[src/rtl/sprite_blitter_if.sv]
// Sprite ROM + palette bus between the blitter (master) and its memories (slave).
// Fixed-latency, no handshake: rom_q is valid ROM_LAT cycles after rom_addr; pal_* follow pal_idx combinationally.
interface sprite_blitter_if #(
  parameter int ADDR_W = 14,
  parameter int IDX_W  = 4
);
  logic [ADDR_W-1:0] rom_addr;
  logic [IDX_W-1:0]  rom_q;
  logic [IDX_W-1:0]  pal_idx;
  logic [3:0]        pal_r;
  logic [3:0]        pal_g;
  logic [3:0]        pal_b;

  modport master (output rom_addr, output pal_idx,
                  input  rom_q, input pal_r, input pal_g, input pal_b);
  modport slave  (input  rom_addr, input pal_idx,
                  output rom_q, output pal_r, output pal_g, output pal_b);
endinterface

[src/rtl/sprite_blitter.sv]
// Positioned, integer-scaled sprite compositor on the VGA pixel stream.
// Position/enable are double-buffered and take effect at frame start; address generation uses no multiply/divide.
module sprite_blitter #(
  parameter int SPR_W      = 55,
  parameter int SPR_H      = 55,
  parameter int ADDR_W     = 14,
  parameter int IDX_W      = 4,
  parameter int SCALE_LOG2 = 0,
  parameter int ROM_LAT    = 1,
  parameter int TRANSP_IDX = 0
) (
  input  logic                vga_clk,
  input  logic                reset_n,
  input  logic [9:0]          DrawX,
  input  logic [9:0]          DrawY,
  input  logic                blank,
  input  logic [9:0]          pos_x,
  input  logic [9:0]          pos_y,
  input  logic                en_in,
  input  logic                pos_wr,
  output logic                pos_pending,
  sprite_blitter_if.master    mem,
  input  logic [3:0]          bg_r,
  input  logic [3:0]          bg_g,
  input  logic [3:0]          bg_b,
  output logic [3:0]          red,
  output logic [3:0]          green,
  output logic [3:0]          blue,
  output logic                hit
);

  localparam logic [13:0] BOX_W    = 14'(SPR_W << SCALE_LOG2);
  localparam logic [13:0] BOX_H    = 14'(SPR_H << SCALE_LOG2);
  localparam logic [9:0]  SUB_MASK = 10'((1 << SCALE_LOG2) - 1);

  logic [9:0]        sx_q, sy_q, sx_d, sy_d;
  logic              sen_q, sen_d;
  logic [9:0]        ax_q, ay_q, ax_d, ay_d;
  logic              aen_q, aen_d;
  logic              pend_q, pend_d;
  logic [ADDR_W-1:0] row_base_q, row_base_d;
  logic [ADDR_W-1:0] addr_q, addr_d;
  logic [ROM_LAT:0]  inb_q, blk_q;
  logic [11:0]       bg_q [ROM_LAT+1];
  logic [11:0]       rgb_q, rgb_d;
  logic              hit_q, hit_d;

  logic              frame_start;
  logic [10:0]       rx, ry;
  logic              in_h, in_v, in_box;

  assign frame_start = (DrawX == 10'd0) && (DrawY == 10'd0);

  // The active position is used combinationally so a frame-start write also covers pixel (0,0).
  always_comb begin
    sx_d   = sx_q;
    sy_d   = sy_q;
    sen_d  = sen_q;
    ax_d   = ax_q;
    ay_d   = ay_q;
    aen_d  = aen_q;
    pend_d = pend_q;
    if (pos_wr) begin
      sx_d  = pos_x;
      sy_d  = pos_y;
      sen_d = en_in;
    end
    if (frame_start) begin
      pend_d = 1'b0;
      if (pos_wr) begin
        ax_d  = pos_x;
        ay_d  = pos_y;
        aen_d = en_in;
      end else begin
        ax_d  = sx_q;
        ay_d  = sy_q;
        aen_d = sen_q;
      end
    end else if (pos_wr) begin
      pend_d = 1'b1;
    end
  end

  // Both operands are 10-bit, so bit 10 of the difference is the sign.
  assign rx     = {1'b0, DrawX} - {1'b0, ax_d};
  assign ry     = {1'b0, DrawY} - {1'b0, ay_d};
  assign in_h   = !rx[10] && ({4'b0, rx[9:0]} < BOX_W);
  assign in_v   = !ry[10] && ({4'b0, ry[9:0]} < BOX_H);
  assign in_box = aen_d && in_h && in_v;

  always_comb begin
    row_base_d = row_base_q;
    if (DrawX == 10'd0) begin
      if (ry == 11'd0) begin
        row_base_d = '0;
      end else if (in_v && ((ry[9:0] & SUB_MASK) == 10'd0)) begin
        row_base_d = row_base_q + ADDR_W'(SPR_W);
      end
    end
    addr_d = in_box ? row_base_d + ADDR_W'(rx[9:0] >> SCALE_LOG2) : addr_q;
  end

  always_comb begin
    hit_d = inb_q[ROM_LAT] && (mem.rom_q != IDX_W'(TRANSP_IDX));
    rgb_d = bg_q[ROM_LAT];
    if (!blk_q[ROM_LAT]) begin
      rgb_d = 12'd0;
    end else if (hit_d) begin
      rgb_d = {mem.pal_r, mem.pal_g, mem.pal_b};
    end
  end

  always_ff @(posedge vga_clk or negedge reset_n) begin
    if (!reset_n) begin
      sx_q       <= '0;
      sy_q       <= '0;
      sen_q      <= 1'b0;
      ax_q       <= '0;
      ay_q       <= '0;
      aen_q      <= 1'b0;
      pend_q     <= 1'b0;
      row_base_q <= '0;
      addr_q     <= '0;
      inb_q      <= '0;
      blk_q      <= '0;
      for (int i = 0; i <= ROM_LAT; i++) bg_q[i] <= '0;
      rgb_q      <= '0;
      hit_q      <= 1'b0;
    end else begin
      sx_q       <= sx_d;
      sy_q       <= sy_d;
      sen_q      <= sen_d;
      ax_q       <= ax_d;
      ay_q       <= ay_d;
      aen_q      <= aen_d;
      pend_q     <= pend_d;
      row_base_q <= row_base_d;
      addr_q     <= addr_d;
      inb_q[0]   <= in_box;
      blk_q[0]   <= blank;
      bg_q[0]    <= {bg_r, bg_g, bg_b};
      for (int i = 1; i <= ROM_LAT; i++) begin
        inb_q[i] <= inb_q[i-1];
        blk_q[i] <= blk_q[i-1];
        bg_q[i]  <= bg_q[i-1];
      end
      rgb_q      <= rgb_d;
      hit_q      <= hit_d;
    end
  end

  assign mem.rom_addr = addr_q;
  assign mem.pal_idx  = mem.rom_q;
  assign pos_pending  = pend_q;
  assign {red, green, blue} = rgb_q;
  assign hit          = hit_q;

endmodule

[src/flat_wrapper.sv]
// flat-port wrapper written by rule: the top's interface ports become plain ports
module sprite_blitter_flat 
#(
  parameter int SPR_W      = 55,
  parameter int SPR_H      = 55,
  parameter int ADDR_W     = 14,
  parameter int IDX_W      = 4,
  parameter int SCALE_LOG2 = 0,
  parameter int ROM_LAT    = 1,
  parameter int TRANSP_IDX = 0
)
  (vga_clk, reset_n, DrawX, DrawY, blank, pos_x, pos_y, en_in, pos_wr, pos_pending, bg_r, bg_g, bg_b, red, green, blue, hit, mem_rom_addr, mem_pal_idx, mem_rom_q, mem_pal_r, mem_pal_g, mem_pal_b);
  sprite_blitter_if #(.ADDR_W(ADDR_W), .IDX_W(IDX_W)) mem_i ();
  input  logic vga_clk;
  input  logic reset_n;
  input  logic [9:0] DrawX;
  input  logic [9:0] DrawY;
  input  logic blank;
  input  logic [9:0] pos_x;
  input  logic [9:0] pos_y;
  input  logic en_in;
  input  logic pos_wr;
  output logic pos_pending;
  input  logic [3:0] bg_r;
  input  logic [3:0] bg_g;
  input  logic [3:0] bg_b;
  output logic [3:0] red;
  output logic [3:0] green;
  output logic [3:0] blue;
  output logic hit;
  output wire logic [$bits(mem_i.rom_addr)-1:0] mem_rom_addr;
  output wire logic [$bits(mem_i.pal_idx)-1:0] mem_pal_idx;
  input wire logic [$bits(mem_i.rom_q)-1:0] mem_rom_q;
  input wire logic [$bits(mem_i.pal_r)-1:0] mem_pal_r;
  input wire logic [$bits(mem_i.pal_g)-1:0] mem_pal_g;
  input wire logic [$bits(mem_i.pal_b)-1:0] mem_pal_b;
  assign mem_rom_addr = mem_i.rom_addr;
  assign mem_pal_idx = mem_i.pal_idx;
  assign mem_i.rom_q = mem_rom_q;
  assign mem_i.pal_r = mem_pal_r;
  assign mem_i.pal_g = mem_pal_g;
  assign mem_i.pal_b = mem_pal_b;
  sprite_blitter #(.SPR_W(SPR_W), .SPR_H(SPR_H), .ADDR_W(ADDR_W), .IDX_W(IDX_W), .SCALE_LOG2(SCALE_LOG2), .ROM_LAT(ROM_LAT), .TRANSP_IDX(TRANSP_IDX)) u_core (.vga_clk(vga_clk), .reset_n(reset_n), .DrawX(DrawX), .DrawY(DrawY), .blank(blank), .pos_x(pos_x), .pos_y(pos_y), .en_in(en_in), .pos_wr(pos_wr), .pos_pending(pos_pending), .mem(mem_i), .bg_r(bg_r), .bg_g(bg_g), .bg_b(bg_b), .red(red), .green(green), .blue(blue), .hit(hit));
endmodule
[config.mk]
export PLATFORM = sky130hd
export DESIGN_NAME = sprite_blitter_flat
export DESIGN_NICKNAME = d
export VERILOG_FILES = /design/src/rtl/sprite_blitter_if.sv /design/src/rtl/sprite_blitter.sv /design/src/flat_wrapper.sv
export SDC_FILE = /design/constraint.sdc
export NUM_CORES = 1
export LEC_CHECK = 0
export CORE_MARGIN = 2
export CORE_UTILIZATION = 33
export DETAILED_ROUTE_END_ITERATION = 8
export GPL_TIMING_DRIVEN = 0
export SLEW_MARGIN = 10
export SYNTH_ARGS = -nofsm -noshare
export SYNTH_HDL_FRONTEND = slang
export SYNTH_SLANG_ARGS = --single-unit
[constraint.sdc]
create_clock -name vga_clk -period 4.9 [get_ports vga_clk]
set_input_delay 1.225 -clock vga_clk [delete_from_list [all_inputs] [get_ports vga_clk]]
set_output_delay 1.225 -clock vga_clk [all_outputs]
set_load 0.02 [all_outputs]
==> flow_metrics.py, run 1 <==
metrics = {
    "grt": {
        "grt_antenna_before_repair": 0,
        "grt_pass1_vias": 4408,
        "grt_util_all_layers_pct": 14.9,
        "overflow": 0,
        "grt_pass1_wl_mm": 21.5,
        "grt_max_degree": 91,
    },
    "critical_path": {
        "worst-path-buf-inv": 5,
        "reg2reg_from": "u_core.sy_q[0]",
        "ff2ff_setup_slack_ns": -0.50,
        "path_max_fanout": 6,
        "reg2regPathDepth": 25,
        "crit_family": "simple AND/OR/NAND/NOR gates",
        "slowest_stage": "or4b_4",
        "path_depth": 29,
        "start_kind": "input port",
        "slowest_delay_ns": 0.48,
        "r2r_end": "u_core.mem.rom_addr[13]",
        "crit_type": "input port to register",
        "end_kind": "register",
        "worst_ep_arrival_time_ns": 6.83,
        "required_ns": 5.19,
    },
    "floorplan": {
        "fp-row-count": 48,
        "die_w_um": 135,
        "die_area_um2": 18400,
        "core_um2": 17100,
        "pin_count": 105,
        "die_h_um": 135,
        "start_util_pct": 33.3,
    },
    "timing": {
        "worstMarginPinSlew_ns": 0.588,
        "skew_ns": 0.0126,
        "period_minus_slack_ns": 6.54,
        "slew_headroom_pct": 60.3,
        "period_share_pct": 133,
        "rsz0062_at_grt": "yes",
        "drv_slew": 0,
        "hold_viol_final": 0,
        "worst_slack_ns": -1.64,
        "max_freq_ghz": 0.153,
        "setup_violations": 15,
    },
    "routing": {
        "drt-pass1-iter-count": 4,
        "num_vias": 4222,
        "wl_per_cell_um": 14.9,
        "drc": 0,
        "drtIter0Drc": 124,
        "antenna_left": 0,
        "wl_mm": 13.4,
        "viasPerCell": 4.72,
    },
    "logic_synthesis": {
        "synth_cells": 509,
        "ys_types": 62,
        "ys_ff_latch": 112,
        "async_flop_share_pct": 100,
        "syn-cell-area_um2": 5710,
        "synth_top_flop_cell": "dfrtp_1",
        "synth_edf_count": 0,
        "yosysWarnings": 0,
        "syn_nets": 616,
        "ys_seq_area_share_pct": 49.1,
        "avgSynthCellArea_um2": 11.2,
    },
    "pwr": {
        "power_density_nw_per_um2": 251,
        "fin_total_pwr_mw": 2.01,
        "leakage_nw": 3.66,
        "vdd_drop_max_mv": 0.169,
    },
    "placement": {
        "dp.cells": 839,
        "dpl_worst_slack_ns": -3.11,
        "dp_hpwl_mm": 9.40,
        "gp_congestion": 0.843,
        "io_buffers": 104,
    },
    "clock_network": {
        "ctsHtreeMaxLevel": 3,
        "tritoncts": "built",
        "cts_buffer_depth": 2,
        "clkTransAtPathRegs_ns": 0.07,
        "clock-sinks": 112,
        "cts_root_buf": "clkbuf_16",
        "cts_buffers": 9,
        "clk_latency_ns": 0.36,
    },
    "layout": {
        "n_fill_cell": 1548,
        "antenna_cells": 0,
        "drive_gt1_share_pct": 27.0,
        "layout_commonest_cell": "dfrtp_1",
        "regArea_um2": 2800,
        "final_cell_mix": "dfrtp_1, clkdlybuf4s50_1, buf_4",
        "area_delta_synth_final_pct": 40.7,
        "final_cells": 895,
        "nets": 772,
        "multi_input_area_um2": 3030,
    },
    "flow_run": {
        "maxCapViolations": 0,
    },
    "outcome": {
        "status": "complete, but fails checks",
        "violations": "setup timing",
    },
    "min_path": {
        "hold_depth": 0,
        "min_from": "u_core.inb_q[0]",
        "hold_end": "u_core.inb_q[1]",
        "min_path_type": "register to register",
    },
}
[worst max-delay path by stage]
stage               slack, ns  startpoint                       to
detailed placement      -3.11    DrawX[8]  u_core.mem.rom_addr[13]
finish                  -1.64    DrawX[9]  u_core.mem.rom_addr[13]
global route            -1.84    DrawX[9]  u_core.mem.rom_addr[13]
floorplan               -1.61    DrawX[4]  u_core.mem.rom_addr[13]
CTS                     -1.66    DrawX[3]  u_core.mem.rom_addr[13]
global placement        -3.01    DrawX[8]  u_core.mem.rom_addr[13]
[worst reg2reg max path, stage by stage (launching register included)]
cell,delay (ns)
dfrtp_1,0.36
mux2_2,0.26
mux2_4,0.30
ha_4,0.17
inv_2,0.04
fa_2,0.23
a211oi_4,0.08
buf_4,0.14
or2_4,0.27
a311oi_4,0.25
nand2_2,0.14
nor4_4,0.35
clkbuf_8,0.24
nand2_4,0.05
xor2_1,0.15
nor2_1,0.07
ha_1,0.33
nand3_1,0.10
o211ai_1,0.27
nor4_2,0.10
o41ai_2,0.28
a21o_1,0.18
a21oi_2,0.06
or3_4,0.37
or4b_4,0.48
nand3_2,0.08
[synthesized netlist by cell type, types with 3 or more instances]
cell type | instances | share of area, %
a21boi_0 | 13 | 1.7
a21o_1 | 8 | 1.1
a21oi_1 | 17 | 1.5
a31oi_1 | 3 | 0.33
and3_1 | 5 | 0.55
buf_1 | 4 | 0.26
buf_4 | 5 | 0.66
clkbuf_1 | 4 | 0.26
dfrtp_1 | 112 | 49
fa_1 | 3 | 1.1
ha_1 | 31 | 6.8
inv_1 | 37 | 2.4
mux2_2 | 34 | 6.7
mux2i_1 | 21 | 3.7
nand2_1 | 40 | 2.6
nand2b_1 | 7 | 0.77
nand3_1 | 11 | 0.96
nand3b_1 | 3 | 0.39
nand4_1 | 4 | 0.44
nor2_1 | 34 | 2.2
nor2b_1 | 5 | 0.55
nor3_1 | 5 | 0.44
nor4_1 | 9 | 0.99
o211ai_1 | 5 | 0.66
o21ai_0 | 8 | 0.70
o21ai_1 | 4 | 0.35
o41ai_1 | 5 | 0.77
xnor2_1 | 10 | 1.5
xor2_1 | 20 | 3.1
[kinds of logic (layout without fill, tap and decap cells)]
logic type      after synthesis  in the layout  share of synthesized area, %
fa+ha+maj                    34             34                          7.85
mux                          56             56                          10.7
xor+xnor                     31             31                          4.89
flops                       112            112                          49.1
buf+inv                      52            213                          3.79
compound gates               79             79                          10.1
simple gates                145            145                          13.6
[stage by stage]
step	utilization (%)	instance area (um2)	hold WS, ns	TNS (ns)
2_1_floorplan	-	5830	0.331	-12.92
3_3_place_gp	41.8	7150	0.334	-211.57
3_5_place_dp	41.9	7180	0.335	-45.44
4_1_cts	46.1	7900	0.354	-14.72
5_1_grt	46.9	8030	0.357	-16.82
6_report	46.9	8030	0.352	-14.42
[registers in the layout (all words and copies together), names as in the netlist]
register	flops
u_core.row_base_q	14
u_core.ax_q	10
u_core.mem.rom_addr	14
u_core.inb_q	2
u_core.aen_q	1
u_core.sy_q	10
u_core.rgb_q	12
u_core.blk_q	2
u_core.sx_q	10
u_core.ay_q	10
u_core.sen_q	1
u_core.bg_q	24
u_core.pos_pending	1
u_core.hit	1
[timing repair]
| item | 4_1_cts | 5_1_grt |
|---|---|---|
| setup endpoints to repair | 29 | 15 |
| pin swaps | 48 | 35 |
| hold buffers | 0 | 0 |
| resized for setup | 121 | 26 |
| setup buffers | 31 | 12 |
| endpoints found under the hold margin | 0 | 0 |
[area by class of cell]
class,instances,share of cell area [%]
sequential,112,34.9
timing repair buffer,145,16.7
inverter,37,1.73
multi-input combinational,345,37.8
tap,225,3.51
buffer,15,1.64
clock buffer,9,2.80
clock inverter,7,0.966
[routing by layer]
metal	wire (um)	global-route usage, %
met2	6360	25.0
met3	707	3.67
met5	0	0
met4	137	3.82
met1	6160	19.4
[report_power, final]
group / leakage, nW / internal [mW] / switching [mW] / total [mW]
registers: 1.43 / 0.956 / 0.00802 / 0.964
clock network: 0.149 / 0.362 / 0.373 / 0.735
logic: 2.08 / 0.164 / 0.152 / 0.316
(Power assumes the default switching activity.)
==> run 2, diff against run 1 <==
--- a/config.mk
+++ b/config.mk
@@ -5,6 +5,7 @@
 export SDC_FILE = /design/constraint.sdc
 export NUM_CORES = 1
 export LEC_CHECK = 0
+export ABC_CLOCK_PERIOD_IN_PS = 4900
 export CORE_MARGIN = 2
 export CORE_UTILIZATION = 33
 export DETAILED_ROUTE_END_ITERATION = 8
==> results of run 2 <==
Same layout as run 1: the final DEF is identical, and so are final timing and power.
==> run 3, diff against run 2 <==
--- a/config.mk
+++ b/config.mk
@@ -6,6 +6,7 @@
 export NUM_CORES = 1
 export LEC_CHECK = 0
 export ABC_CLOCK_PERIOD_IN_PS = 4900
+export CAP_MARGIN = 20
 export CORE_MARGIN = 2
 export CORE_UTILIZATION = 33
 export DETAILED_ROUTE_END_ITERATION = 8
==> results of run 3 <==
Same layout as run 1: the final DEF is identical, and so are final timing and power.
